### src/rtl/riscv_ifq_pkg.sv
// Shared instruction-fetch definitions (the riscv_define widths): bus widths,
// default queue depth and the fetch-queue control state encoding.
package riscv_ifq_pkg;

  localparam int InstAddrBus     = 32;
  localparam int InstBus         = 32;
  localparam int IfqDepthDefault = 4;
  localparam int IfqSlotW        = InstAddrBus + InstBus;

  typedef enum logic {
    IFQ_RUN   = 1'b0,
    IFQ_DRAIN = 1'b1
  } ifq_state_e;

endpackage

### src/rtl/riscv_ifq_ram.sv
// Fetch-queue slot storage: {pc, instr} per slot, PC half written at allocation,
// instruction half written at fill, asynchronous read of the head slot.
module riscv_ifq_ram
  import riscv_ifq_pkg::*;
#(
  parameter  int DEPTH = IfqDepthDefault,
  localparam int AW    = $clog2(DEPTH)
) (
  input  logic                   clk,
  input  logic                   alloc_we_i,
  input  logic [AW-1:0]          alloc_idx_i,
  input  logic [InstAddrBus-1:0] alloc_pc_i,
  input  logic                   fill_we_i,
  input  logic [AW-1:0]          fill_idx_i,
  input  logic [InstBus-1:0]     fill_instr_i,
  input  logic [AW-1:0]          rd_idx_i,
  output logic [InstAddrBus-1:0] rd_pc_o,
  output logic [InstBus-1:0]     rd_instr_o
);

  logic [IfqSlotW-1:0] mem_q [DEPTH];

  // Both ports never target the same slot in one cycle: a slot is only filled
  // while it has an outstanding request, and it cannot be reallocated then.
  always_ff @(posedge clk) begin
    if (alloc_we_i) begin
      mem_q[alloc_idx_i][IfqSlotW-1:InstBus] <= alloc_pc_i;
    end
    if (fill_we_i) begin
      mem_q[fill_idx_i][InstBus-1:0] <= fill_instr_i;
    end
  end

  assign rd_pc_o    = mem_q[rd_idx_i][IfqSlotW-1:InstBus];
  assign rd_instr_o = mem_q[rd_idx_i][InstBus-1:0];

endmodule

### src/rtl/riscv_ifq.sv
// Instruction fetch queue between the PC register, instruction memory and decode.
// Define RISCV_IFQ_BYPASS_EN to forward a response straight to decode when the queue head awaits it.
module riscv_ifq
  import riscv_ifq_pkg::*;
#(
  parameter int DEPTH = IfqDepthDefault
) (
  input  logic                   clk,
  input  logic                   rst,
  input  logic [InstAddrBus-1:0] pc_i,
  output logic                   pc_stall_o,
  input  logic                   flush_i,
  output logic                   imem_req_o,
  output logic [InstAddrBus-1:0] imem_addr_o,
  input  logic                   imem_gnt_i,
  input  logic                   imem_rvalid_i,
  input  logic [InstBus-1:0]     imem_rdata_i,
  output logic                   dec_valid_o,
  output logic [InstAddrBus-1:0] dec_pc_o,
  output logic [InstBus-1:0]     dec_instr_o,
  input  logic                   dec_ready_i
);

  localparam int AW = $clog2(DEPTH);
  localparam int PW = AW + 1;
  localparam logic [PW:0] DepthCmp = (PW+1)'(DEPTH);

  logic [PW-1:0]    alloc_q, alloc_d;
  logic [PW-1:0]    fill_q, fill_d;
  logic [PW-1:0]    read_q, read_d;
  logic [PW-1:0]    drop_cnt_q, drop_cnt_d;
  logic [DEPTH-1:0] filled_q, filled_d;
  ifq_state_e       state_q, state_d;

  logic [PW-1:0]    used_cnt;
  logic [PW-1:0]    outstanding;
  logic [PW:0]      req_load;
  logic [AW-1:0]    alloc_idx, fill_idx, read_idx;
  logic             alloc_fire;
  logic             rsp_keep;
  logic             fill_store;
  logic             slot_alloc;
  logic             slot_ready;
  logic             bypass_hit;
  logic             dec_fire;
  logic [InstAddrBus-1:0] rd_pc;
  logic [InstBus-1:0]     rd_instr;

  assign alloc_idx   = alloc_q[AW-1:0];
  assign fill_idx    = fill_q[AW-1:0];
  assign read_idx    = read_q[AW-1:0];
  assign used_cnt    = alloc_q - read_q;
  assign outstanding = alloc_q - fill_q;

  // Responses still owed to a flushed stream reserve slots so the total in
  // flight can never exceed the queue depth.
  assign req_load    = {1'b0, used_cnt} + {1'b0, drop_cnt_q};
  assign imem_req_o  = !rst && !flush_i && (req_load < DepthCmp);
  assign imem_addr_o = pc_i;
  assign alloc_fire  = imem_req_o && imem_gnt_i;
  assign pc_stall_o  = rst || (!alloc_fire && !flush_i);

  assign rsp_keep    = imem_rvalid_i && (state_q == IFQ_RUN) && !flush_i && !rst;
  assign slot_alloc  = (read_q != alloc_q);
  assign slot_ready  = slot_alloc && filled_q[read_idx];

`ifdef RISCV_IFQ_BYPASS_EN
  assign bypass_hit  = rsp_keep && (fill_q == read_q) && slot_alloc && !filled_q[read_idx];
`else
  assign bypass_hit  = 1'b0;
`endif

  assign dec_valid_o = !rst && !flush_i && (slot_ready || bypass_hit);
  assign dec_pc_o    = rd_pc;
  assign dec_instr_o = bypass_hit ? imem_rdata_i : rd_instr;
  assign dec_fire    = dec_valid_o && dec_ready_i;

  // A forwarded response that decode takes at once never lands in the slot.
  assign fill_store  = rsp_keep && !(bypass_hit && dec_ready_i);

  genvar gi;
  generate
    for (gi = 0; gi < DEPTH; gi++) begin : g_filled
      assign filled_d[gi] = (alloc_fire && (alloc_idx == AW'(gi))) ? 1'b0 :
                            (fill_store && (fill_idx == AW'(gi)))  ? 1'b1 :
                            filled_q[gi];
    end
  endgenerate

  always_comb begin
    alloc_d    = alloc_q;
    fill_d     = fill_q;
    read_d     = read_q;
    drop_cnt_d = drop_cnt_q;
    if (flush_i) begin
      alloc_d    = '0;
      fill_d     = '0;
      read_d     = '0;
      drop_cnt_d = drop_cnt_q + outstanding - PW'(imem_rvalid_i);
    end else begin
      if (alloc_fire) begin
        alloc_d = alloc_q + PW'(1);
      end
      if (rsp_keep) begin
        fill_d = fill_q + PW'(1);
      end
      if (imem_rvalid_i && (state_q == IFQ_DRAIN)) begin
        drop_cnt_d = drop_cnt_q - PW'(1);
      end
      if (dec_fire) begin
        read_d = read_q + PW'(1);
      end
    end
    state_d = (drop_cnt_d == '0) ? IFQ_RUN : IFQ_DRAIN;
  end

  always_ff @(posedge clk) begin
    if (rst) begin
      alloc_q    <= '0;
      fill_q     <= '0;
      read_q     <= '0;
      drop_cnt_q <= '0;
      filled_q   <= '0;
      state_q    <= IFQ_RUN;
    end else begin
      alloc_q    <= alloc_d;
      fill_q     <= fill_d;
      read_q     <= read_d;
      drop_cnt_q <= drop_cnt_d;
      filled_q   <= filled_d;
      state_q    <= state_d;
    end
  end

  riscv_ifq_ram #(
    .DEPTH(DEPTH)
  ) u_ram (
    .clk         (clk),
    .alloc_we_i  (alloc_fire),
    .alloc_idx_i (alloc_idx),
    .alloc_pc_i  (pc_i),
    .fill_we_i   (fill_store),
    .fill_idx_i  (fill_idx),
    .fill_instr_i(imem_rdata_i),
    .rd_idx_i    (read_idx),
    .rd_pc_o     (rd_pc),
    .rd_instr_o  (rd_instr)
  );

endmodule

### config.mk
export PLATFORM = sky130hd
export DESIGN_NAME = riscv_ifq
export DESIGN_NICKNAME = d
export VERILOG_FILES = /design/src/rtl/riscv_ifq_pkg.sv /design/src/rtl/riscv_ifq_ram.sv /design/src/rtl/riscv_ifq.sv
export SDC_FILE = /design/constraint.sdc
export NUM_CORES = 1
export LEC_CHECK = 0
export BUFFER_PORTS_ARGS = -buffer_cell sky130_fd_sc_hd__buf_4
export CAP_MARGIN = 10
export CORE_MARGIN = 3
export CORE_UTILIZATION = 55
export DETAILED_ROUTE_END_ITERATION = 12
export GPL_ROUTABILITY_DRIVEN = 0
export MAX_ROUTING_LAYER = met4
export PLACE_DENSITY_LB_ADDON = 0.05
export SYNTH_ARGS = -nofsm -noshare
export SYNTH_HDL_FRONTEND = slang
export SYNTH_HIERARCHICAL = 1
export SYNTH_SLANG_ARGS = --single-unit
### constraint.sdc
create_clock -name clk -period 7.4 [get_ports clk]
set_input_delay 1.85 -clock clk [delete_from_list [all_inputs] [get_ports clk]]
set_output_delay 1.85 -clock clk [all_outputs]
set_load 0.01 [all_outputs]
* Word-level counts from Yosys, hierarchy flattened
Memory sizes are Yosys's and may differ from the RTL's. A register that Yosys moved wholly into a read port is not among the register bits. Index checks and enable logic that the tools add are counted.
Operators by class: add/subtract/negate cells 9, order comparisons 2, eq/ne operators 7, multiplexer cells 11, bitwise operators 1, reduce and logical (&&, ||, !) cells 31
Operators with widths (number):
- $logic_and A1 B1 Y1 | 19
- $reduce_or A2 Y1 | 5
- $add A3 B1 Y3 const B | 3
- $eq A2 B2 Y1 const B | 4
- $mux W1 | 6
- $mux W3 | 2
- $sub A3 B3 Y3 | 2
- $add A3 B3 Y4 | 1
- $eq A2 B1 Y1 const B | 2
- $logic_not A2 Y1 | 2
- $lt A4 B3 Y1 const B | 1
- $mux W2 | 2
- $add A3 B3 Y3 | 1
- $logic_not A1 Y1 | 3
- $logic_not A3 Y1 | 1
- $lt A2 B3 Y1 const B | 1
- $ne A3 B3 Y1 | 1
- $sub A3 B1 Y3 | 1
- $sub A3 B1 Y3 const B | 1
- $bmux W1 S2 | 1
- $logic_or A1 B1 Y1 | 1
- $not A1 Y1 | 1
Storage, ports and cells: bits in registers 17, bits in writable memories 256, bits of input ports 70, output and inout port bits 99, logic and storage cells 71, memories kept 1
Memory list:
- u_ram.mem_q | depth 4, bits a word 64, rd ports 1, clocked after Yosys merged registers in 1, write ports 2, line riscv_ifq_ram.sv:21 | logic [IfqSlotW-1:0] mem_q [DEPTH];

* Logic depth before layout (Yosys ltp)
depth after elaboration 8, gate-level depth with buffers 12, depth with buffers taken out 12

* Modules after synthesis
Netlist, hierarchy kept.
By module, submodules not included:
- riscv_ifq_ram | times used 1, cells each 342, area each 9372.7 sq um, seq. area each 7687.4 sq um
- riscv_ifq | times used 1, cells each 153, area each 1378.8 sq um, seq. area each 340.3 sq um

* Worst setup path before layout
Ideal clock, no wire load.
path type input -> register, from input rst, to memory u_ram/mem_q[0][0] (netlist name), enable pin, library setup time 0.468 ns, arrival time 5.056 ns, required time 6.932 ns, slack 1.876 ns, stages 5, path buffers 2, cells stage by stage clkbuf_1 -> or2_2 -> buf_2 -> nor2_1 -> nor3b_1
RTL lines:
- start: declaration | line riscv_ifq.sv:9 | input logic rst,
- end: declaration | line riscv_ifq_ram.sv:21

* Worst setup path after layout
from register read_q[1], to output pc_stall_o
On the way: word-level cells in the longest chain between the ends 8
Ends and longest elaborated chain:
- start: declaration | line riscv_ifq.sv:30 | logic [PW-1:0] read_q, read_d;
- start signal: assignment | line riscv_ifq.sv:128 | read_q <= read_d;
- $sub A3 B3 Y3 | line riscv_ifq.sv:52 | assign used_cnt = alloc_q - read_q;
- $add A3 B3 Y4 | line riscv_ifq.sv:57 | assign req_load = {1'b0, used_cnt} + {1'b0, drop_cnt_q};
- $lt A4 B3 Y1 | line riscv_ifq.sv:58 | assign imem_req_o = !rst && !flush_i && (req_load < DepthCmp);
- $logic_and A1 B1 Y1 | line riscv_ifq.sv:58
- $logic_and A1 B1 Y1 | line riscv_ifq.sv:60 | assign alloc_fire = imem_req_o && imem_gnt_i;
- $logic_not A1 Y1 | line riscv_ifq.sv:61 | assign pc_stall_o = rst || (!alloc_fire && !flush_i);
- $logic_and A1 B1 Y1 | line riscv_ifq.sv:61
- $logic_or A1 B1 Y1 | line riscv_ifq.sv:61
- end: declaration | line riscv_ifq.sv:11 | output logic pc_stall_o,
No other way between the ends.

==> summary.txt <==
Final Hold Slack = 0.538 ns
CP endpoint kind = output pin
Post-Route WL = 19,000 um
Die span in y = 146 um
CTS Hold Buffers Added = 0
R2R Setup Slk = 3.43 ns
Final nets = 737
PwrDens = 251 nW/um^2
Post-synth cell types = 39
F_max = 190 MHz
Status = finished clean
Synth Warn # = 6
Cells after DPL = 877
Max_cap viols = 0
Most frequent cells in the layout = 256 x edfxtp_1, 171 x buf_4, 61 x mux4_2, 29 x clkbuf_16, 16 x inv_1
Max clock buf depth = 3
Drt initial violations = 306
Worst Path Class, Setup = reg2out
Diodes inserted = 0
HPWL Detailed = 11,700 um
Hold Path Sink = filled_q[1]$_SDFFE_PP0P_
Via count = 5,079
Mean area per synthesized cell = 21.7 um^2
# rows = 50
Post-synthesis async set-or-reset flop share = 0%
Final Cell Area = 12,800 um^2
Post-CTS setup repair buffer count = 0
Sw frac = 19.5%
Total GRT Usage = 18.6%
WP data required = 5.55 ns
Post-Place Setup Slack = 2.60 ns
DRT Pass-1 Iters = 4
Clock power frac = 40.7%
Setup violations, final = 0
Clock Skew = 0.0101 ns
Placeable Area = 19,000 um^2
Routed WL per cell = 20.4 um
Placed cell area = 12,000 um^2
RR Endpoint = u_ram/mem_q[2][45]$_DFFE_PP_
Num CTS Buffers = 28
Post-synthesis xor/xnor area fraction = 1.11%
P_int = 2.59 mW
Hold Crit Class = reg2reg
Vias in the first global route = 5,527
Min Clock Period, post-route = 5.25 ns
DRT antenna net count = 0
Area of the multi-input gates = 2260 um^2
Clock latency on the worst-skew pair = 0.52 ns
WHS Path Cells = 2
Comb pwr share = 5.7%
Vias per cell = 5.47
First-pass GRT wire length = 30,200 um
Commonest non-fill, non-tap cell in the layout = edfxtp_1
CTS root buf = clkbuf_16
Largest net degree at the start of global routing = 69
Clock Sinks = 273
Fin worst setup slack = 2.15 ns
Hold Vio Cnt, Final = 0
Layout area overhead = 19.4%
Measured slew at the worst slew-check pin = 1.02 ns
# DRC = 0
Worst IR drop on VDD = 0.000195 V
Switch Pwr = 0.628 mW
Port bufs = 168
CTS tree = yes
Final TNS setup = 0 ns
Register Area = 8040 um^2
Seq/Total Area, Yosys = 74.7%
Worst-path fanout max = 68
Final Max Tran Viols = 0
# H-tree levels = 1
Die area = 21,300 um^2
PostCTS Resize Cnt = 0
Final Cycle Share = 71.0%
Post-synthesis mux area share = 14.1%
Non-Filler Instances = 928
Main synth FF type = edfxtp_1
Total gr overflow = 0
Reg-to-Reg Start = read_q[1]$_SDFFE_PP0P_
Mapped Area = 10,800 um^2
Top Ports = 169
Worst Hold Launch = filled_q[1]$_SDFFE_PP0P_
Syn Nets = 585
R2r worst-path depth = 8
Seq pwr share = 53.6%
Initial Util = 56.7%
Die width = 146 um
RSZ-0062 raised after global routing = no
Antenna violations before repair = 0
CP Launch Type = flop
Adder-cell share of the synthesized area = 2.68%
Worst EP arrival = 3.40 ns
Synth Area in Compound Gates = 1.16%
Layout cells sized above 1 = 41.6%
FF+latch count, synth = 273
Main combinational cell family by area after synthesis = multiplexers
CTS clk-pin slew, worst paths = 0.06 ns
Max-slew headroom at the worst pin = 32.0%
Post-Synth Simple-Gate Area = 1.76%
Cell count after synthesis = 495
Fillers = 1,251
Leakage = 4.41 nW
EDFF count, synth = 256
==> registers in the layout, indices dropped and copies added (netlist names) <==
register and cells:
u_ram/mem_q 256, filled_q 4, alloc_q 3, drop_cnt_q 3, fill_q 3, read_q 3
state_q 1
==> layout make-up <==
type / instances / area share, %
multi-input combinational: 156 / 17.6
clock buffer: 43 / 6.06
timing repair buffer: 171 / 10.0
sequential: 273 / 62.6
clock inverter: 8 / 0.692
inverter: 17 / 0.497
tap: 260 / 2.54
==> power by group through the flow <==
| stage | combinational, mW | clock [mW] | sequential [mW] |
|---|---|---|---|
| after floorplan | 0.0963 | 0 | 1.76 |
| after global placement | 0.178 | 0 | 1.76 |
| after detailed placement | 0.185 | 0 | 1.76 |
| after CTS | 0.186 | 1.34 | 1.73 |
| after global routing | 0.201 | 1.40 | 1.73 |
| final | 0.182 | 1.31 | 1.73 |
==> cells in the mapped netlist, types with 5 or more instances <==
library cell	number	area share, %
fa_1	5	0.93
buf_12	6	1.1
buf_2	7	0.33
xor2_1	5	0.41
a21oi_1	7	0.33
buf_4	32	2.2
nand2_1	5	0.17
inv_1	16	0.56
edfxtp_1	256	72
dfxtp_1	17	3.2
xnor2_1	6	0.49
nor2_1	14	0.49
mux4_2	61	13
ha_1	15	1.7
==> kinds of logic (layout without fill, tap and decap cells) <==
logic type | Yosys count | count (layout)
multiplexers | 69 | 69
buffers and inverters | 66 | 239
flip-flops | 273 | 273
AND/OR/NAND/NOR | 36 | 36
XOR/XNOR | 12 | 12
AO/OA/AOI/OAI | 19 | 19
adder cells (fa/ha/maj) | 20 | 20
==> worst max path at each step <==
stage                                start                     endpoint  slack, ns  cells after the start
floorplan                              rst  u_ram/mem_q[0][0]$_DFFE_PP_       1.88                      5
global placement    read_q[1]$_SDFFE_PP0P_                   pc_stall_o       2.64                      8
detailed placement  read_q[1]$_SDFFE_PP0P_                   pc_stall_o       2.60                      8
CTS                 read_q[1]$_SDFFE_PP0P_                   pc_stall_o       2.07                      8
global route        read_q[1]$_SDFFE_PP0P_                   pc_stall_o       1.89                      8
finish              read_q[1]$_SDFFE_PP0P_                   pc_stall_o       2.15                      8
==> through the flow <==
stage          utilization [%]  total power, mW
6_report                  67.7             3.22
3_5_place_dp              63.1             1.95
5_1_grt                   67.7             3.34
4_1_cts                   67.7             3.26
2_1_floorplan                -             1.85
3_3_place_gp              63.1             1.94
==> critical path, cell delays in order (launching register included) <==
cell,delay (ns)
dfxtp_4,1.03
inv_1,0.20
fa_1,0.45
xnor2_1,0.14
ha_1,0.28
nor3_1,0.23
nand4_1,0.20
a21o_1,0.23
buf_4,0.14
==> metal layers <==
layer	up-vias	share of wire (%)	global-route usage, %
met2	150	51	30.9
li1	2275	-	-
met1	2626	43	24.6
met5	-	0	-
met4	0	1.6	3.70
met3	28	5.1	3.46
(Power assumes the default switching activity.)
